### config.mk
export PLATFORM = sky130hd
export DESIGN_NAME = if_fetch_unit_flat
export DESIGN_NICKNAME = d
export VERILOG_FILES = /design/src/rtl/if_fetch_unit_pkg.sv /design/src/rtl/if_fetch_unit_if.sv /design/src/rtl/if_fetch_unit_pc_reg.sv /design/src/rtl/if_fetch_unit.sv /design/src/flat_wrapper.sv
export SDC_FILE = /design/constraint.sdc
export NUM_CORES = 1
export LEC_CHECK = 0
export ABC_CLOCK_PERIOD_IN_PS = 2400
export CORE_MARGIN = 5
export CORE_UTILIZATION = 49
export CTS_BUF_LIST = sky130_fd_sc_hd__clkbuf_4 sky130_fd_sc_hd__clkbuf_8
export DETAILED_ROUTE_END_ITERATION = 6
export PLACE_DENSITY = 0.82
export SLEW_MARGIN = 20
export SYNTH_ARGS = -nofsm -noshare
export SYNTH_HDL_FRONTEND = slang
export SYNTH_SLANG_ARGS = --single-unit
export TNS_END_PERCENT = 1
### constraint.sdc
create_clock -name clk -period 2.4 [get_ports clk]
set_clock_uncertainty 0.15 [all_clocks]
set_input_delay 0.6 -clock clk [delete_from_list [all_inputs] [get_ports clk]]
set_output_delay 0.6 -clock clk [all_outputs]
set_load 0.03 [all_outputs]
### src/rtl/if_fetch_unit_pkg.sv
// if_fetch_unit_pkg: shared constants, fetch FSM encoding and PC helpers.
package if_fetch_unit_pkg;
    localparam int XLEN = 32;
    localparam logic [XLEN-1:0] DEFAULT_RESET_PC  = 32'h0000_0000;
    localparam logic [XLEN-1:0] DEFAULT_NOP_INSTR = 32'h0000_0013;
    typedef enum logic [1:0] {BOOT, REQ, WAIT, HOLD} fetch_state_e;
    function automatic logic [XLEN-1:0] align_pc(input logic [XLEN-1:0] a);
        return a & ~32'h3;
    endfunction
endpackage

### src/rtl/if_fetch_unit_if.sv
// if_fetch_unit_if: instruction-memory request/response channel.
interface if_fetch_unit_if;
    import if_fetch_unit_pkg::*;
    logic            req;
    logic [XLEN-1:0] addr;
    logic            ready;
    logic            rvalid;
    logic [XLEN-1:0] rdata;
    modport master (output req, addr, input ready, rvalid, rdata);
    modport slave  (input req, addr, output ready, rvalid, rdata);
endinterface

### src/rtl/if_fetch_unit_pc_reg.sv
// if_pc_reg: program counter with hold / sequential / redirect next-pc select.
module if_pc_reg import if_fetch_unit_pkg::*; #(
    parameter logic [XLEN-1:0] RESET_PC = DEFAULT_RESET_PC
) (
    input  logic            clk,
    input  logic            rst_n,
    input  logic            redirect_i,
    input  logic [XLEN-1:0] target_i,
    input  logic            advance_i,
    output logic [XLEN-1:0] pc_o
);
    logic [XLEN-1:0] pc_q, pc_d;
    always_comb pc_d = redirect_i ? align_pc(target_i) : advance_i ? pc_q + 32'd4 : pc_q;
    always_ff @(posedge clk or negedge rst_n) begin
        if (!rst_n) pc_q <= RESET_PC;
        else        pc_q <= pc_d;
    end
    assign pc_o = pc_q;
endmodule

### src/rtl/if_fetch_unit.sv
// if_fetch_unit: instruction-fetch stage with one outstanding fetch, skid buffer and IF/ID register.
module if_fetch_unit import if_fetch_unit_pkg::*; #(
    parameter logic [XLEN-1:0] RESET_PC  = DEFAULT_RESET_PC,
    parameter logic [XLEN-1:0] NOP_INSTR = DEFAULT_NOP_INSTR
) (
    input  logic            clk,
    input  logic            rst_n,
    input  logic            is_branch_i,
    input  logic [XLEN-1:0] branch_target_i,
    input  logic            stall_i,
    if_fetch_unit_if.master imem,
    output logic            if_id_valid_o,
    output logic [XLEN-1:0] if_id_pc_o,
    output logic [XLEN-1:0] if_id_instr_o,
    output logic            flush_id_o
);
    fetch_state_e    state_q, state_d;
    logic            kill_q, kill_d;
    logic [XLEN-1:0] skid_q, skid_d;
    logic            valid_q, valid_d;
    logic [XLEN-1:0] ifpc_q, ifpc_d;
    logic [XLEN-1:0] instr_q, instr_d;
    logic            flush_q;
    logic            redirect, load;
    logic [XLEN-1:0] load_instr, pc;

    if_pc_reg #(.RESET_PC(RESET_PC)) u_pc (
        .clk(clk), .rst_n(rst_n), .redirect_i(redirect), .target_i(branch_target_i),
        .advance_i(load), .pc_o(pc)
    );

    assign redirect  = is_branch_i && state_q != BOOT;
    assign imem.req  = state_q == REQ;
    assign imem.addr = pc;

    // A redirect kills the in-flight fetch: either via kill_q later, or immediately if data lands now.
    always_comb begin
        state_d    = state_q;
        kill_d     = kill_q;
        skid_d     = skid_q;
        load       = 1'b0;
        load_instr = imem.rdata;
        case (state_q)
            BOOT: state_d = REQ;
            REQ: if (imem.ready) begin
                state_d = WAIT;
                kill_d  = redirect;
            end
            WAIT: if (imem.rvalid) begin
                kill_d = 1'b0;
                if (kill_q || redirect) state_d = REQ;
                else if (!stall_i) begin
                    load    = 1'b1;
                    state_d = REQ;
                end else begin
                    skid_d  = imem.rdata;
                    state_d = HOLD;
                end
            end else if (redirect) kill_d = 1'b1;
            HOLD: if (redirect) state_d = REQ;
            else if (!stall_i) begin
                load       = 1'b1;
                load_instr = skid_q;
                state_d    = REQ;
            end
            default: state_d = BOOT;
        endcase
    end

    always_comb begin
        valid_d = valid_q;
        ifpc_d  = ifpc_q;
        instr_d = instr_q;
        if (redirect) begin
            valid_d = 1'b0;
            instr_d = NOP_INSTR;
        end else if (load) begin
            valid_d = 1'b1;
            ifpc_d  = pc;
            instr_d = load_instr;
        end else if (!stall_i) begin
            valid_d = 1'b0;
            instr_d = NOP_INSTR;
        end
    end

    always_ff @(posedge clk or negedge rst_n) begin
        if (!rst_n) begin
            state_q <= BOOT;
            kill_q  <= 1'b0;
            skid_q  <= '0;
            valid_q <= 1'b0;
            ifpc_q  <= '0;
            instr_q <= NOP_INSTR;
            flush_q <= 1'b0;
        end else begin
            state_q <= state_d;
            kill_q  <= kill_d;
            skid_q  <= skid_d;
            valid_q <= valid_d;
            ifpc_q  <= ifpc_d;
            instr_q <= instr_d;
            flush_q <= redirect;
        end
    end

    assign if_id_valid_o = valid_q;
    assign if_id_pc_o    = ifpc_q;
    assign if_id_instr_o = instr_q;
    assign flush_id_o    = flush_q;
endmodule

### src/flat_wrapper.sv
// flat-port wrapper written by rule: the top's interface ports become plain ports
module if_fetch_unit_flat import if_fetch_unit_pkg::*;
#(
    parameter logic [XLEN-1:0] RESET_PC  = DEFAULT_RESET_PC,
    parameter logic [XLEN-1:0] NOP_INSTR = DEFAULT_NOP_INSTR
)
  (clk, rst_n, is_branch_i, branch_target_i, stall_i, if_id_valid_o, if_id_pc_o, if_id_instr_o, flush_id_o, imem_req, imem_addr, imem_ready, imem_rvalid, imem_rdata);
  if_fetch_unit_if imem_i ();
  input  logic clk;
  input  logic rst_n;
  input  logic is_branch_i;
  input  logic [XLEN-1:0] branch_target_i;
  input  logic stall_i;
  output logic if_id_valid_o;
  output logic [XLEN-1:0] if_id_pc_o;
  output logic [XLEN-1:0] if_id_instr_o;
  output logic flush_id_o;
  output wire logic [$bits(imem_i.req)-1:0] imem_req;
  output wire logic [$bits(imem_i.addr)-1:0] imem_addr;
  input wire logic [$bits(imem_i.ready)-1:0] imem_ready;
  input wire logic [$bits(imem_i.rvalid)-1:0] imem_rvalid;
  input wire logic [$bits(imem_i.rdata)-1:0] imem_rdata;
  assign imem_req = imem_i.req;
  assign imem_addr = imem_i.addr;
  assign imem_i.ready = imem_ready;
  assign imem_i.rvalid = imem_rvalid;
  assign imem_i.rdata = imem_rdata;
  if_fetch_unit #(.RESET_PC(RESET_PC), .NOP_INSTR(NOP_INSTR)) u_core (.clk(clk), .rst_n(rst_n), .is_branch_i(is_branch_i), .branch_target_i(branch_target_i), .stall_i(stall_i), .imem(imem_i), .if_id_valid_o(if_id_valid_o), .if_id_pc_o(if_id_pc_o), .if_id_instr_o(if_id_instr_o), .flush_id_o(flush_id_o));
endmodule
==> flow_summary.yaml <==
status:
  status: "complete, no violations"
placed_design:
  placed_cells: 878
  dp_worst_setup_slack_ps: -68.48
  gp_congestion: 0.8526
  place_hpwl_microns: 11200
  placed_area_sq_mm: 0.007851
  port_buffers: 162
timing:
  worst_slack_ps: 60.82
  finalHoldViolCount: 0
  setup_viol: 0
  hold_slack_ps: 327.8
  min_period_ps: 2339
  slew_viol_final: 0
  rsz0062_at_grt: "false"
  fmax_mhz: 427.5
  finalCritPeriodShare_pct: 97.47
grt:
  grt_pass1_wl_microns: 26360
  grt_pass1_vias: 5199
  grt_max_degree: 55
  grt_usage_pct: 23.14
  overflow: 0
  antenna_found_initial: 0
synthesis:
  synthesis.area_sq_mm: 0.005917
  synth_top_area_cell: "dfrtp_1"
  synth_seq_cells: 129
  synth.distinct_cells: 44
  ys_dominant_reg_cell: "dfrtp_1"
  synth_seq_area_share_pct: 54.62
  synth.top_cells.by_count: "nand2_1, dfrtp_1, o21ai_0, mux2i_1, mux2_2"
  synth-edff-count: 0
  yosysWarnings: 0
  netlist_top_cells_area: "dfrtp_1, nand2_1, mux2_2"
  yosysMostFrequentCell: "nand2_1"
  netlist_instances: 576
  avgSynthCellArea_sq_um: 10.27
  async_flop_share_pct: 100.0
  synth_top_area_share_pct: 53.29
drt:
  drtAntennaViolNets: 0
  viasPerCell: 5.398
  drc_errors: 0
  drt_iter0_drc: 305
  dr.pass1.iters: 4
  wl_per_cell_microns: 17.36
  vias: 4918
  drt_wl_total_microns: 15810
die:
  core.rowCount: 40
  fp.dieW_microns: 119.9
  dieArea_sq_mm: 0.01437
  core_area_sq_mm: 0.01191
  start_util_pct: 49.67
  fp.dieH_microns: 119.9
  ios: 169
cts:
  clockRootBuffer: "clkbuf_8"
  cts_buffer_depth: 2
  htreeDepth: 4
  cts_tree: "built"
  numCtsBuffers: 17
  cts_sinks: 129
  worstSkewPairLatency_ps: 440
  clk_pin_slew_worst_paths_ps: 70
  postCtsSetupRepairBufs: 0
critical_path:
  cp_slowest_cell: "clkdlybuf4s50_1"
  cp-start-kind: "flip-flop"
  cp_data_required_time_ps: 1650
  crit_chain: "clkdlybuf4s50_1"
  crit_buf_inv: 1
  slowest_delay_ps: 720
  end_kind: "primary output"
  critPathTopFamily: "buffers and inverters"
  cp_max_fo: 4
  arrival_ps: 1590
  path_depth: 1
  reg2reg_depth: 8
  path_class: "reg -> out"
cells_and_area:
  drive_above_1_share_pct: 14.53
  nets: 827
  syn_to_final_growth_pct: 39.90
  instances_no_fill: 911
  final_cell_area_sq_mm: 0.008278
  diodes: 0
  final_core_util_pct: 69.50
  fillCellCount: 892
hold_path:
  hold_class: "reg -> reg"
  holdPathStages: 2
power_and_ir_drop:
  vdd_ir_drop_max_mv: 0.8164
  pwr_density_cell_mw_per_mm2: 1176
  p_leak_uw: 0.003977
run:
  cap_viol_max_count: 0
stage by stage:
stage / TNS [ps] / total power, uW
floorplan: 0 / 6105
global placement: -51.10 / 7900
detailed placement: -365.4 / 8072
CTS: 0 / 9815
global route: 0 / 10330
finish: 0 / 9733
metal layers:
| layer | up-vias | global-route usage, % | share of wire, % |
|---|---|---|---|
| li1 | 2285 | - | - |
| met1 | 2413 | 29.12 | 41 |
| met2 | 200 | 37.85 | 50 |
| met3 | 20 | 7.352 | 7.4 |
| met4 | 0 | 8.017 | 1.4 |
| met5 | - | 0 | 0 |
report_power, final:
group / internal (uW) / leakage [uW] / switching [uW]
clock network: 977 / 0.000202 / 786
registers: 3000 / 0.00166 / 709
logic: 1820 / 0.00212 / 2440
total: 5800 / 0.00398 / 3940
kinds of logic after synthesis:
| group | count (synthesis) | synth area share, % |
|---|---|---|
| other | 1 | 0.06338 |
| buffers and inverters | 44 | 3.383 |
| DFF | 129 | 54.62 |
| muxes | 64 | 11.50 |
| xor gates and xnor gates | 27 | 3.997 |
| adders and majority gates | 6 | 1.269 |
| AOI/OAI and AO/OA | 78 | 6.915 |
| and+or+nand+nor | 227 | 18.25 |
sequential cells by signal, indices dropped and copies added, names as in the netlist:
| name | cells |
|---|---|
| u_core.if_id_instr_o | 32 |
| u_core.skid_q | 32 |
| u_core.if_id_pc_o | 30 |
| u_core.u_pc.pc_o | 30 |
| u_core.state_q | 2 |
| u_core.flush_id_o | 1 |
| u_core.if_id_valid_o | 1 |
| u_core.kill_q | 1 |
worst register-to-register path, cell delays in order (launching register included):
cell and delay [ps]:
dfrtp_1 460, inv_1 110, ha_1 250, nand3b_1 120, a21o_1 210, buf_4 190, nor3_2 270, nand3_1 130
a31oi_1 190
layout make-up:
type	count	area (sq um)	share of cell area [%]
tap	147	183.9	2.222
multi-input combinational	406	2516	30.40
clock inverter	5	52.55	0.6348
timing repair buffer	188	1932	23.34
clock buffer	27	327.8	3.960
sequential	129	3232	39.04
inverter	9	33.78	0.4081
placed cells by master (no fill, tap or decap), drive strengths merged, types with 2 or more instances in the layout:
| master | instances |
|---|---|
| a21o | 3 |
| a21oi | 11 |
| a31oi | 3 |
| and2 | 3 |
| and3 | 3 |
| and4 | 3 |
| buf | 26 |
| clkbuf | 27 |
| clkdlybuf4s50 | 134 |
| clkinv | 4 |
| conb | 4 |
| dfrtp | 126 |
| dfstp | 3 |
| dlygate4sd2 | 11 |
| dlymetal6s2s | 15 |
| ha | 6 |
| inv | 8 |
| mux2 | 32 |
| mux2i | 32 |
| nand2 | 154 |
| nand2b | 3 |
| nand3 | 16 |
| nand4 | 6 |
| nor2 | 16 |
| nor3 | 4 |
| nor4 | 13 |
| nor4b | 2 |
| o21ai | 58 |
| xnor2 | 20 |
| xor2 | 7 |
final timing paths:
check,startpoint,to,slack (ps)
max,u_core.u_pc.pc_o[30]$_DFFE_PN0P_,imem_addr[30],60
min,u_core.if_id_pc_o[17]$_DFFE_PN0P_,u_core.if_id_pc_o[17]$_DFFE_PN0P_,330
max reg2reg,u_core.state_q[0]$_DFFE_PN0P_,u_core.u_pc.pc_o[31]$_DFFE_PN0P_,220
min reg2reg,u_core.if_id_pc_o[17]$_DFFE_PN0P_,u_core.if_id_pc_o[17]$_DFFE_PN0P_,330
max in group asynchronous,rst_n,u_core.state_q[0]$_DFFE_PN0P_,970
min in group asynchronous,rst_n,u_core.if_id_instr_o[25]$_DFFE_PN0P_,500
what timing repair did:
action                                 CTS  global route
gates cloned                             0             0
endpoints found under the hold margin   39             0
setup endpoints to repair               12            16
gates resized for setup                 14            18
hold buffers                             1             0
Power figures use the tool's default switching activity.
